File: src/rtl/bundle_coupler.sv
// Pairs consecutive E-record bundles of one run into 2E-record bundles, padding odd tails with max-key records.
// Optional define BUNDLE_COUPLER_ODD_CHK_EN adds a sticky o_odd_err flag for runs with an odd bundle count.

module bundle_coupler_lane #(
  parameter int                    DATA_WIDTH = 32,
  parameter logic [DATA_WIDTH-1:0] PAD_REC    = '1
) (
  input  logic                  pad_en,
  input  logic [DATA_WIDTH-1:0] in_rec,
  output logic [DATA_WIDTH-1:0] out_rec
);
  assign out_rec = pad_en ? PAD_REC : in_rec;
endmodule

module bundle_coupler #(
  parameter int DATA_WIDTH   = 32,
  parameter int KEY_WIDTH    = 32,
  parameter int BUNDLE_WIDTH = 8
) (
  input  logic                                  i_clk,
  input  logic                                  i_rst_n,
  input  logic [DATA_WIDTH*BUNDLE_WIDTH:0]      i_fifo_data,
  input  logic                                  i_fifo_data_vld,
  output logic                                  o_fifo_read,
  input  logic                                  i_fifo_full,
  output logic [2*DATA_WIDTH*BUNDLE_WIDTH:0]    o_fifo_data,
  output logic                                  o_fifo_write
`ifdef BUNDLE_COUPLER_ODD_CHK_EN
  , output logic                                o_odd_err
`endif
);
  localparam int BW = DATA_WIDTH*BUNDLE_WIDTH;
  // Key field all ones, remaining value bits all ones as well.
  localparam logic [DATA_WIDTH-1:0] PAD_REC =
    (DATA_WIDTH'({KEY_WIDTH{1'b1}}) << (DATA_WIDTH-KEY_WIDTH)) | {DATA_WIDTH{1'b1}};

  typedef enum logic {FSM_LOW, FSM_HIGH} state_t;

  state_t                                   state_q, state_d;
  logic [BUNDLE_WIDTH-1:0][DATA_WIDTH-1:0]  hold_q, hold_d;
  logic [BUNDLE_WIDTH-1:0][DATA_WIDTH-1:0]  in_recs, upper_recs;
  logic [2*BW:0]                            data_d;
  logic                                     wr_d, in_last, pad_set;

  assign in_last     = i_fifo_data[BW];
  assign in_recs     = i_fifo_data[BW-1:0];
  assign o_fifo_read = i_fifo_data_vld & ~i_fifo_full & i_rst_n;

  // Upper half is the incoming bundle when completing a pair, pad when closing an odd run.
  for (genvar l = 0; l < BUNDLE_WIDTH; l++) begin : g_lane
    bundle_coupler_lane #(.DATA_WIDTH(DATA_WIDTH), .PAD_REC(PAD_REC)) u_lane (
      .pad_en  (state_q == FSM_LOW),
      .in_rec  (in_recs[l]),
      .out_rec (upper_recs[l])
    );
  end

  always_comb begin
    state_d = state_q;
    hold_d  = hold_q;
    data_d  = o_fifo_data;
    wr_d    = 1'b0;
    pad_set = 1'b0;
    if (o_fifo_read) begin
      if (state_q == FSM_LOW) begin
        if (in_last) begin
          wr_d    = 1'b1;
          pad_set = 1'b1;
          data_d  = {1'b1, upper_recs, in_recs};
        end else begin
          hold_d  = in_recs;
          state_d = FSM_HIGH;
        end
      end else begin
        wr_d    = 1'b1;
        data_d  = {in_last, upper_recs, hold_q};
        state_d = FSM_LOW;
      end
    end
  end

  always_ff @(posedge i_clk or negedge i_rst_n) begin
    if (!i_rst_n) begin
      state_q      <= FSM_LOW;
      hold_q       <= '0;
      o_fifo_data  <= '0;
      o_fifo_write <= 1'b0;
    end else begin
      state_q      <= state_d;
      hold_q       <= hold_d;
      o_fifo_data  <= data_d;
      o_fifo_write <= wr_d;
    end
  end

`ifdef BUNDLE_COUPLER_ODD_CHK_EN
  always_ff @(posedge i_clk or negedge i_rst_n) begin
    if (!i_rst_n) o_odd_err <= 1'b0;
    else          o_odd_err <= o_odd_err | pad_set;
  end
`else
  logic unused_pad_set;
  assign unused_pad_set = pad_set;
`endif
endmodule
File: config.mk
export PLATFORM = sky130hd
export DESIGN_NAME = bundle_coupler
export DESIGN_NICKNAME = d
export VERILOG_FILES = /design/src/rtl/bundle_coupler.sv
export SDC_FILE = /design/constraint.sdc
export NUM_CORES = 1
export LEC_CHECK = 0
export CAP_MARGIN = 5
export CORE_AREA = 2 2 303 305
export CTS_CLUSTER_SIZE = 10
export DETAILED_ROUTE_END_ITERATION = 8
export DIE_AREA = 0 0 305 307
export SETUP_SLACK_MARGIN = 0.4
export SKIP_CTS_REPAIR_TIMING = 1
export SLEW_MARGIN = 20
export SYNTH_ARGS = -nofsm -noshare
export SYNTH_HDL_FRONTEND = slang
export SYNTH_SLANG_ARGS = --single-unit
File: constraint.sdc
create_clock -name i_clk -period 1.93 [get_ports i_clk]
set_clock_uncertainty 0.15 [all_clocks]
set_input_delay 0.193 -clock i_clk [delete_from_list [all_inputs] [get_ports i_clk]]
set_output_delay 0.193 -clock i_clk [all_outputs]
set_load 0.005 [all_outputs]
Word-level counts from Yosys, hierarchy flattened. Index checks and enable logic that the tools add are counted. Widths: inputs -> output; s select.

Register bits after elaboration: 771. Bits of input ports: 261. Output and inout bits: 515. Logic and storage cells: 34.

Multiplexer cells: 15. Bitwise operators: 5. Reduce and logical (&&, ||, !) cells: 3.

Operators with widths (count): $mux 513 (2); $mux 32 (8); $mux 1 (5); $not 1->1 (3); $reduce_and 3->1 (1); $and 1x1->1 (2); $reduce_and 2->1 (1); $reduce_bool 2->1 (1).

Logic depth before layout (Yosys ltp).
Word-level depth: 4. Depth in mapped cells: 7. Gate-level depth less buffers: 3.

Cells and area by module. Synthesis repeated with hierarchy kept, for this count alone.

Cell total of the unflattened synthesis: 2199. Area total of the unflattened synthesis: 35781.8 µm².

Modules (own cells, without submodules): bundle_coupler (times used 1, cells each 1919, area an instance 33910.0 µm², sequential area each 19293.5 µm²); bundle_coupler_lane (times used 8, cells each 35, area an instance 234.0 µm², sequential area each 0.0 µm²).

Worst setup path before layout. Ideal clock, no wire load.

Kind: register to register. Start: register state_q. End: register o_fifo_data[227]. Setup time: 125 ps. Arrival: 1552 ps. Required time: 1655 ps. Path slack: 102 ps. Cell stages (with the launch flop): 6. Path buffers: 3. Clock period less this slack: 1828 ps. Cell sequence: dfrtp_1 > buf_4 > buf_2 > clkbuf_1 > mux2_2 > mux2_4.

Word-level cells in the longest chain between the ends: 2. Elaborated cells between the ends (all ways): 3. Classes of those cells: mux: 1; reduce/logical: 2.

Ends and longest elaborated chain: start: declaration (RTL line 39) `state_t state_q, state_d;`; start signal: assignment (RTL line 89) `state_q <= state_d;`; $reduce_bool 2->1 (no source line); $reduce_and 2->1 (no source line); end signal: assignment (RTL line 91) `o_fifo_data <= data_d;`; end: declaration (RTL line 26) `output logic [2*DATA_WIDTH*BUNDLE_WIDTH:0] o_fifo_data,`.

Parallel ways exist; a longest one is shown, timed or not. A chain may end at the register's enable or synchronous reset.

Worst setup path after layout.
Start: register state_q. End: register o_fifo_data[127].

Same word-level chain as after synthesis.

==> results.txt <==
----------------------------------------------------
[Run status]
  Result of the run ... finished with violations
  Violations in the final reports ... negative hold slack

[Finish]
  Post-layout net count ... about 3200
  Fraction of layout cells with a size suffix above 1 ... 43.8%
  Filler Cell Count ... 7520
  Final Instance Area ... approximately 0.046 mm^2
  Synth-to-Final Area Change ... 45.6%
  Diode insertion count for antenna repair ... 0

[Floorplanning]
  Die height ... 307 um
  Number of rows created at floorplan ... between 100 and 150
  Area of the core ... 0.0907 mm^2
  Floorplan die area ... 0.0936 mm^2
  I/O pin count ... approximately 780
  Chip Width ... around 310 um
  Starting density of the core ... a little over a third

[Min path]
  Path category of the worst min-delay check ... in -> async

[Critical path]
  Crit path max-delay cell type ... sky130_fd_sc_hd__dfrtp_4
  Most prevalent standard cell on the critical path ... sky130_fd_sc_hd__buf_12
  Arrival time reported for the critical path endpoint ... roughly 2200 ps
  Delay-heaviest family, CP ... multiplexers
  Maximum fanout count along the critical path ... 20
  Critical-path cell list ... buf_12, buf_12, mux2_2, mux2_4
  Required time of the critical path ... between 2000 and 2500 ps
  CP startpoint kind ... flop
  Maximum single-stage delay on the critical path ... roughly 480 ps
  Critical path endpoint category ... flop
  Worst setup path startpoint ... state_q$_DFFE_PN0P_
  Beginning of the worst register-to-register path ... state_q$_DFFE_PN0P_
  R2r setup slk ... 80 ps
  Crit Path Category ... reg -> reg
  Crit path buffers/inverters ... 2

[Logic synthesis]
  Portion of netlist area occupied by mux cells ... around 30%
  Adder-cell share of the synthesized area ... 0%
  Synth Cell Area ... 0.0319 mm^2
  Total of warnings raised by yosys ... 0
  Syn Inst Count ... 1946
  Synth cell types ... 16
  Xor/xnor share of the synthesized area ... 0%
  Net count after synthesis ... 2207
  Per-instance average area after synthesis ... 16.4 um^2
  Total of flip-flops plus latches after synthesis ... 771
  Seq/Total Area, Yosys ... 60.6%
  Synthesized-area fraction occupied by and/or/nand/nor cells ... less than 1%
  Share of the synthesized area in compound gates (AO/OA/AOI/OAI) ... roughly 7%
  Dominant combinational cell family by area after synthesis ... multiplexers

[Power and ir drop]
  Clk network pwr share ... 25.9%
  Power per unit of standard cell area ... 1280 mW/mm^2
  NetSw ... 15800 uW
  Leakage ... 0.0224 uW
  Peak VDD IR ... roughly 0.00075 V
  Combinational share of power ... between 30% and 40%
  Part of the power in registers ... about 41%
  Switching power share of the total ... 26.7%
  Int Power ... 43400 uW

[STA]
  Final hold slack ... -602 ps
  Highest Clock Rate ... 541 MHz
  Worst slew pin tran ... ~1000 ps
  Final Hold Viols ... 436
  Final cycle utilization of the critical path ... 95.7%
  Number of failing setup endpoints in the final timing report ... 0
  Setup repair after global routing missed its margin ... true
  Final critical-path required period ... about 1800 ps
  Worst rel slew slack ... about a third
  Final-report max-slew violation count ... 0

[Placed design]
  Cell area after placement ... 0.0421 mm^2
  IO Port Bufs ... around 780
  Final HPWL DP ... 67.1 mm
  Routability congestion estimate ... 0.795

[Clock network]
  Number of buffers created by CTS ... 90
  Largest buffer count on any clock path ... 3
  Clock Latency Late Sink ... 650 ps
  Cell chosen for the clock root ... sky130_fd_sc_hd__clkbuf_16
  TritonCTS clock tree ... built
  Clock transition at the register clock pins on the worst setup and hold paths after CTS ... 60 ps
  Number of H-tree branching levels ... 3
  Sinks on the clock net ... ~770

[Detailed routing]
  DRT Pass-1 Iters ... 4
  Avg WL per Cell ... ~22 um
  Drt total wl ... approximately 94 mm
  Via-to-Cell Ratio ... approximately 4.9
  Number of nets with antenna violations after detailed routing ... 0
  Iteration-0 DRC count of the detailed router ... 1119
  Routed via count ... 20731
  DRC violations left ... 0

[Flow run]
  Number of max-cap violations ... 0

[GRT]
  Global router's overall resource usage ... about a fifth
  Global-route wire length before repair ... 139 mm
  Via count of the first global-routing pass ... about 22000
  Global route total overflow ... 0
  Largest net degree at the start of global routing ... 168
  Initial antenna violation count ... 0

----------------------------------------------------
==> placed cells by master (no fill, tap or decap), types with 2 or more instances in the layout <==
master,n
sky130_fd_sc_hd__buf_4,258
sky130_fd_sc_hd__dfrtp_1,770
sky130_fd_sc_hd__buf_12,41
sky130_fd_sc_hd__mux2_4,202
sky130_fd_sc_hd__inv_6,2
sky130_fd_sc_hd__clkbuf_2,54
sky130_fd_sc_hd__mux2_2,566
sky130_fd_sc_hd__nor2_1,2
sky130_fd_sc_hd__clkdlybuf4s50_1,282
sky130_fd_sc_hd__dlymetal6s2s_1,358
sky130_fd_sc_hd__nand2_4,2
sky130_fd_sc_hd__clkbuf_16,94
sky130_fd_sc_hd__buf_6,84
sky130_fd_sc_hd__clkbuf_1,19
sky130_fd_sc_hd__o22a_1,256
sky130_fd_sc_hd__clkbuf_8,10
sky130_fd_sc_hd__dlygate4sd3_1,2
==> layer usage <==
layer	vias up	wire (um)	part of all wire, %	GRT usage, %
met5	-	0	0	0
met4	0	3120	3.3	7.55
met3	162	4570	4.9	4.22
met2	549	49900	53	34.9
met1	10790	36600	39	22.2
li1	9230	-	-	-
==> cell usage after synthesis (all sizes together) <==
cell type | count | area (um^2)
nor2 | 3 | 13.8
buf | 110 | 749
clkbuf | 33 | 124
dfrtp | 771 | 19300
nor2b | 1 | 13.8
nand2 | 2 | 7.51
mux2 | 768 | 9400
a22o | 1 | 8.76
and3b | 1 | 8.76
o22a | 256 | 2240
==> final cells by class <==
class / count / area (um^2) / share of cell area (%)
Clock buffer: 122 / 2540 / 5.47
Clock inverter: 2 / 17.5 / 0.0378
Multi-Input combinational cell: 1032 / 11700 / 25.3
Sequential cell: 771 / 19300 / 41.6
Tap cell: 1186 / 1480 / 3.20
Timing Repair Buffer: 1081 / 11300 / 24.4
==> cell families (layout without fill, tap and decap cells) <==
logic type,after synthesis,in the layout
multiplexers,768,768
AND/OR/NAND/NOR,7,7
flip-flops,771,771
buffers and inverters,143,1205
AO/OA/AOI/OAI,257,257
==> final timing paths <==
path	to	depth (start not counted)
setup / recovery	o_fifo_data[127]$_DFFE_PN0P_	4
min in group i_clk	state_q$_DFFE_PN0P_	5
setup reg to reg	o_fifo_data[127]$_DFFE_PN0P_	4
hold / removal	hold_q[199]$_DFFE_PN0P_	2
max in group asynchronous	o_fifo_data[57]$_DFFE_PN0P_	3
hold reg to reg	hold_q[39]$_DFFE_PN0P_	1
==> state kept, by name, summed over array words and instances, names as in the netlist <==
register / flops
state_q: 1
hold_q: 256
o_fifo_write: 1
o_fifo_data: 513
==> power groups by stage <==
stage / Combinational [uW] / Clock [uW] / Sequential, uW
3_5_place_dp: 19400 / 0 / 24400
5_1_grt: 20800 / 16500 / 24800
6_report: 19700 / 15300 / 24200
3_3_place_gp: 19100 / 0 / 24100
2_1_floorplan: 8010 / 0 / 24100
4_1_cts: 19500 / 15800 / 24200
==> metrics by stage <==
step           std cells  power, uW  utilization (%)  TNS [ps]  worst slack (ps)
2_1_floorplan       1946      32100                -         0               284
3_3_place_gp        3940      43200             46.4   -165150              -289
3_5_place_dp        3940      43800             46.4   -160550              -289
4_1_cts             4064      59500             49.2     -7350              -149
5_1_grt             4194      62100             51.2         0              21.6
6_report            4194      59200             51.2         0              83.1
Power figures use the tool's default switching activity.
